$ cat src/rtl/pool_channel_scheduler.sv
// pool_channel_scheduler
// Round-robin arbiter that lends one pooling engine to NUM_CH convolution
// output channels. A granted channel owns the engine for one session: the
// scheduler pulses pool_start, turns every pool_done into an output-buffer
// write inside that channel's region, and on pool_finish checks the output
// count and pulses that channel's ch_done bit.
//
// state | meaning
// ------+-----------------------------------------------------------
// IDLE  | no session; arbitrate among req, starting the search at rr_ptr
// START | one-cycle pool_start to the engine
// RUN   | engine active; pool_done -> buffer write, pool_finish -> DONE
// DONE  | one-cycle ch_done pulse; advance rr_ptr past the served channel
//
// Ports:
//   clk, nrst    clock, asynchronous active-low reset
//   req          per-channel request level (sampled only in IDLE)
//   grant        one-hot grant, held through START and RUN
//   sel_ch       index of the granted channel (datapath mux select)
//   pool_start   one-cycle engine start
//   pool_done    engine output-valid strobe
//   pool_finish  engine end-of-map strobe
//   wr_en        output buffer write enable (combinational from pool_done)
//   wr_addr      output buffer write address = region base + output count
//   ch_done      one-cycle completion pulse, bit = finished channel
//   busy         high whenever the FSM is not in IDLE
//   cnt_err      sticky count/stray-strobe error, cleared only by reset
module pool_channel_scheduler #(
  parameter int NUM_CH   = 4,
  parameter int OUT_W    = 14,
  parameter int OUT_ROWS = 14,
  parameter int ADDR_W   = 10,
  parameter int CH_W     = $clog2(NUM_CH)
) (
  input  logic              clk,
  input  logic              nrst,
  input  logic [NUM_CH-1:0] req,
  output logic [NUM_CH-1:0] grant,
  output logic [CH_W-1:0]   sel_ch,
  output logic              pool_start,
  input  logic              pool_done,
  input  logic              pool_finish,
  output logic              wr_en,
  output logic [ADDR_W-1:0] wr_addr,
  output logic [NUM_CH-1:0] ch_done,
  output logic              busy,
  output logic              cnt_err
);

  localparam int EXP   = OUT_W * OUT_ROWS;
  localparam int CNT_W = $clog2(EXP + 1);
  localparam logic [CNT_W-1:0] EXP_C   = CNT_W'(EXP);
  localparam logic [CH_W-1:0]  LAST_CH = CH_W'(NUM_CH - 1);

  typedef enum logic [1:0] {IDLE, START, RUN, DONE} state_t;

  state_t              state, state_nxt;
  logic [NUM_CH-1:0]   grant_q;
  logic [CH_W-1:0]     sel_q;
  logic [ADDR_W-1:0]   base_q;
  logic [CH_W-1:0]     rr_ptr;
  logic [CNT_W-1:0]    out_cnt;
  logic                cnt_err_q;

  logic                win_vld;
  logic [CH_W-1:0]     win_idx;
  logic [CH_W-1:0]     cand;
  logic                err_set;
  logic [CNT_W-1:0]    fin_cnt;

  // First requester at or above rr_ptr, wrapping; the channel just served
  // sits at the far end of the search and so has lowest priority.
  always_comb begin
    win_vld = 1'b0;
    win_idx = '0;
    cand    = '0;
    for (int i = 0; i < NUM_CH; i++) begin
      cand = CH_W'((int'(rr_ptr) + i) % NUM_CH);
      if (!win_vld && req[cand]) begin
        win_vld = 1'b1;
        win_idx = cand;
      end
    end
  end

  always_comb begin
    state_nxt  = state;
    pool_start = 1'b0;
    wr_en      = 1'b0;
    ch_done    = '0;
    err_set    = 1'b0;
    fin_cnt    = out_cnt;
    case (state)
      IDLE: begin
        if (win_vld) state_nxt = START;
        if (pool_done || pool_finish) err_set = 1'b1;
      end
      START: begin
        pool_start = 1'b1;
        state_nxt  = RUN;
        if (pool_done || pool_finish) err_set = 1'b1;
      end
      RUN: begin
        // A full region refuses further writes so the next channel's
        // region is never touched.
        if (pool_done) begin
          if (out_cnt < EXP_C) wr_en = 1'b1;
          else                 err_set = 1'b1;
        end
        // The final output usually arrives together with pool_finish.
        fin_cnt = out_cnt + CNT_W'(wr_en);
        if (pool_finish) begin
          state_nxt = DONE;
          if (fin_cnt != EXP_C) err_set = 1'b1;
        end
      end
      DONE: begin
        ch_done   = NUM_CH'(1) << sel_q;
        state_nxt = IDLE;
        if (pool_done || pool_finish) err_set = 1'b1;
      end
      default: state_nxt = IDLE;
    endcase
  end

  always_ff @(posedge clk or negedge nrst) begin
    if (!nrst) begin
      state     <= IDLE;
      grant_q   <= '0;
      sel_q     <= '0;
      base_q    <= '0;
      rr_ptr    <= '0;
      out_cnt   <= '0;
      cnt_err_q <= 1'b0;
    end else begin
      state <= state_nxt;
      if (err_set) cnt_err_q <= 1'b1;
      case (state)
        IDLE: begin
          if (win_vld) begin
            grant_q <= NUM_CH'(1) << win_idx;
            sel_q   <= win_idx;
            base_q  <= ADDR_W'(int'(win_idx) * EXP);
            out_cnt <= '0;
          end
        end
        RUN: begin
          if (wr_en)       out_cnt <= out_cnt + CNT_W'(1);
          if (pool_finish) grant_q <= '0;
        end
        DONE: rr_ptr <= (sel_q == LAST_CH) ? '0 : sel_q + CH_W'(1);
        default: ;
      endcase
    end
  end

  assign grant   = grant_q;
  assign sel_ch  = sel_q;
  assign wr_addr = base_q + ADDR_W'(out_cnt);
  assign busy    = (state != IDLE);
  assign cnt_err = cnt_err_q;

endmodule

$ cat config.mk
export PLATFORM = sky130hd
export DESIGN_NAME = pool_channel_scheduler
export DESIGN_NICKNAME = d
export VERILOG_FILES = /design/src/rtl/pool_channel_scheduler.sv
export SDC_FILE = /design/constraint.sdc
export NUM_CORES = 1
export LEC_CHECK = 0
export ABC_AREA = 1
export BUFFER_PORTS_ARGS = -buffer_cell sky130_fd_sc_hd__buf_2
export CAP_MARGIN = 10
export CORE_MARGIN = 2
export CORE_UTILIZATION = 51
export DETAILED_ROUTE_END_ITERATION = 6
export PLACE_DENSITY = 0.82
export SYNTH_ARGS = -nofsm -noshare
export SYNTH_HDL_FRONTEND = slang
export SYNTH_SLANG_ARGS = --single-unit
$ cat constraint.sdc
create_clock -name clk -period 5.7 [get_ports clk]
set_input_delay 1.14 -clock clk [delete_from_list [all_inputs] [get_ports clk]]
set_output_delay 1.14 -clock clk [all_outputs]
set_load 0.005 [all_outputs]
Word-level counts from Yosys, hierarchy flattened
Cells that the tools add are included.

cells by class
  equal/unequal tests = 8
  reduce and logical (&&, ||, !) cells = 15
  $lt $le $gt $ge = 5
  shift operators = 2
  add/sub/neg operators = 7
  muxes and demuxes = 38
  multipliers = 1

operators with widths
  operator             number
  $mux 1               18
  $mux 8               2
  $pmux 8 s2           1
  $mux 2               7
  $lt 2x3->1 const B   4
  $mux 4               3
  $add 10x8->10        1
  $add 8x1->8          1
  $add 8x1->8 const B  1
  $bmux 1 s2           4
  $lt 8x8->1 const B   1
  $mul 2x6->8 const B  1
  $ne 8x8->1 const B   1
  $pmux 2 s4           1
  $pmux 4 s2           1
  $shl 1x2->4 const A  2
  $eq 2x2->1 const B   3
  $ne 2x2->1 const B   3
  $reduce_and 3->1     2
  $add 2x1->2 const B  2
  $add 2x2->2 const B  2
  $reduce_and 2->1     2
  $reduce_bool 2->1    2
  $logic_and 1x1->1    3
  6 further kinds      8

storage, ports and cells
  bits of input ports = 8
  logic and storage cells = 83
  bits in registers = 27
  output and inout bits = 24

Longest topological paths before layout
  word-level depth = 15
  mapped depth = 16
  gate-level depth less buffers = 15

Least setup slack after synthesis
OpenSTA, ideal clock, no wires.

  path type = reg2out
  start point = register sel_ch[0] (netlist name)
  end point = output wr_addr[8]
  setup slack = 3.031 ns
  data required time = 4.560 ns
  arrival = 1.529 ns
  stages on the path, launching flop included = 8
  buffers on the path = 0
  path through = dfrtp_1 ha_1 inv_1 fa_1 nor2_1 nand3_1 nand2_1 xor2_1

RTL lines
  what              line  source
  end: declaration  44    output logic [ADDR_W-1:0] wr_addr,

Worst setup path in the final report
  start point = register out_cnt[2]
  end point = output wr_addr[8]

between the ends
  cells in the longest elaborated chain, start to end = 1

RTL lines
  what                      line  source
  start: declaration        62    logic [CNT_W-1:0] out_cnt;
  start signal: assignment  148   if (wr_en) out_cnt <= out_cnt + CNT_W'(1);
  $add 10x8->10             159   assign wr_addr = base_q + ADDR_W'(out_cnt);

Every way passes these cells.

==> metrics.txt <==
status=finished clean; Rows=22; critical path endpoint category=output port; core outline area=3690 sq um; peak supply drop=0.247 mV; HPWL Detailed=2840 um; largest area contributor in the netlist=dfrtp_1; sw frac=0.518; reg2reg setup slack=3380 ps; PortBufs=31; # resized after CTS=0; Final period util=0.563; Die H=66.2 um; CP max FO=9; Clock Skew=9.11 ps; antenna violations before repair=0; final wirelength=3730 um; WL/cell=11.0 um; Chip Width=66.2 um; Setup Fix Bufs, Post-CTS=0; clock-pin slew on the worst setup and hold paths=90 ps; Worst Max-Slew Pin Slew=498 ps; Internal Power=0.492 mW; largest net degree at the start of global routing=23; setup ws final=2490 ps; Hold EP=grant[3]; RSZ-0062 raised after global routing=false; Pins Over Slew Limit=0; Leak Pwr=1.29 nW; synth warn=0; minimum clock period=3210 ps; Worst R2R Start=out_cnt[4]; critical path class=reg2out; Hold Vio Cnt, Final=0; Setup-failing EPs final=0; vias in the first global route=1489; Synth Cell Area=1970 sq um; most frequent cells in the layout=nand2_1 (76), inv_1 (37), buf_2 (31); WHS=475 ps; Slew Limit Headroom=0.668; max-cap violations=0; crit path launch type=flip-flop; part of the power in the clock network=0.112; sequential power share=0.260; Layout Utilization=0.585; CTS tree=done; worst reg2reg path depth=14; Overall Power=1.02 mW; H-tree depth=1; Synth top area share=0.279; Die ar.=4380 sq um; Comb pwr share=0.628; PwrDens=472 nW/um^2; Top Ports=32; Unique masters post-synth=28; NetSw=0.528 mW; Arr. time, crit path=2070 ps; Hold Crit Depth=2; clk buf depth=2; hold_sp=grant[3]; Post-CTS Hold Buffers=0; register area share after synthesis=0.279; Skew-Pair Late Insertion Delay=270 ps; DR iter-0 viols=88; fmax=312 MHz; final net count=322; RR Endpoint=cnt_err; Clock Sinks=22; most common cell after layout, fill and taps aside=nand2_1; RePlAce Congestion=0.856; clock buffer count from CTS=3; ant diodes=0; syn_area_per_cell=7.35 sq um; Worst Hold Class=reg2reg; Layout area overhead=9.52%; Mapped Cells=268; Net Count, Synth=297; DR pass1 iterations=4; root buf cell=clkbuf_8; Remaining Overflow, GRT=0; residual DRC count=0; Area contributors post-synth=dfrtp_1 (28%), nand2_1 (14%), ha_1 (13%); Final ANT Viol Nets=0; global-route wire length before repair=6360 um; TNS Setup=0 ps; post-placement setup slack=2810 ps; Critical Path RT=4560 ps; register bit count reported by yosys=22; Filler cells=344; DR vias/cell=4.86; initial core utilization=0.534; share of cells above drive strength 1=0.226; vias post-DR=1653; GRT Total Usage=0.187
-- routing by layer --
| metal | up-vias | share of wire | global-route usage |
|---|---|---|---|
| li1 | 869 | - | - |
| met1 | 749 | 0.51 | 0.259 |
| met2 | 30 | 0.44 | 0.300 |
| met3 | 5 | 0.029 | 0.0221 |
| met4 | 0 | 0.014 | 0.0638 |
| met5 | - | 0 | 0 |
-- state kept, by name, summed over array words and instances, names as in the netlist --
register,count
state,2
cnt_err,1
base_q,4
rr_ptr,2
out_cnt,8
grant,4
sel_ch,1
-- per-stage QoR --
| stage | instance area, sq um | instances |
|---|---|---|
| 4_1_cts | 2160 | 340 |
| 2_1_floorplan | 1970 | 268 |
| 3_3_place_gp | 2100 | 336 |
| 3_5_place_dp | 2100 | 336 |
| 5_1_grt | 2160 | 340 |
| 6_report | 2160 | 340 |
-- synthesized netlist by cell type --
cell and instances:
a31oi_1 2, nor2_8 1, nand4_1 7, fa_1 1, buf_6 1, buf_2 2
xor2_1 10, clkbuf_1 3, a21oi_1 3, buf_4 4, dfrtp_1 22, nor2_1 14
nand2_4 4, buf_12 1, o21ai_0 7, xnor2_1 3, nor3_1 2, ha_1 20
inv_1 37, nand3_1 20, inv_2 2, o21ai_2 3, o21ai_1 2, nand4_4 1
or2_2 3, inv_8 1, nand2_2 16, nand2_1 76
-- worst max-delay path by stage --
stage | end | slack, ps | startpoint
after floorplan | wr_addr[8] | 3030 | sel_ch[0]
after global placement | wr_addr[8] | 2830 | out_cnt[2]
after detailed placement | wr_addr[8] | 2810 | out_cnt[2]
after CTS | wr_addr[8] | 2490 | out_cnt[2]
after global routing | wr_addr[8] | 2320 | out_cnt[2]
final | wr_addr[8] | 2490 | out_cnt[2]
-- kinds of logic (layout without fill, tap and decap cells) --
kind of cell | Yosys count | in the layout | synth area share
buf+inv | 51 | 75 | 0.122
simple gates | 144 | 144 | 0.354
flops | 22 | 22 | 0.279
xor+xnor | 13 | 13 | 0.0578
fa+ha+maj | 21 | 21 | 0.137
compound gates | 17 | 17 | 0.0502
-- power by group through the flow --
| stage | logic [mW] | clock network [mW] | registers (mW) |
|---|---|---|---|
| global route | 0.735 | 0.123 | 0.273 |
| detailed placement | 0.634 | 0 | 0.269 |
| floorplan | 0.551 | 0 | 0.244 |
| CTS | 0.644 | 0.117 | 0.266 |
| global placement | 0.625 | 0 | 0.265 |
| finish | 0.640 | 0.114 | 0.265 |
-- cell type report --
class	instances	area, sq um	share of cell area
multi-input combinational	195	1180	0.547
sequential	22	551	0.255
inverter	40	158	0.0730
timing repair buffer	31	155	0.0719
tap	48	60.1	0.0278
clock buffer	4	55.1	0.0255
-- worst max-delay path, stage by stage, from the launching register on --
cell,delay [ps]
dfrtp_1,520
ha_1,230
inv_1,50
fa_1,400
nor2_1,190
nand3_1,90
nand2_1,80
xor2_1,130
buf_2,120
No activity file was read; power rests on OpenSTA's default activity.
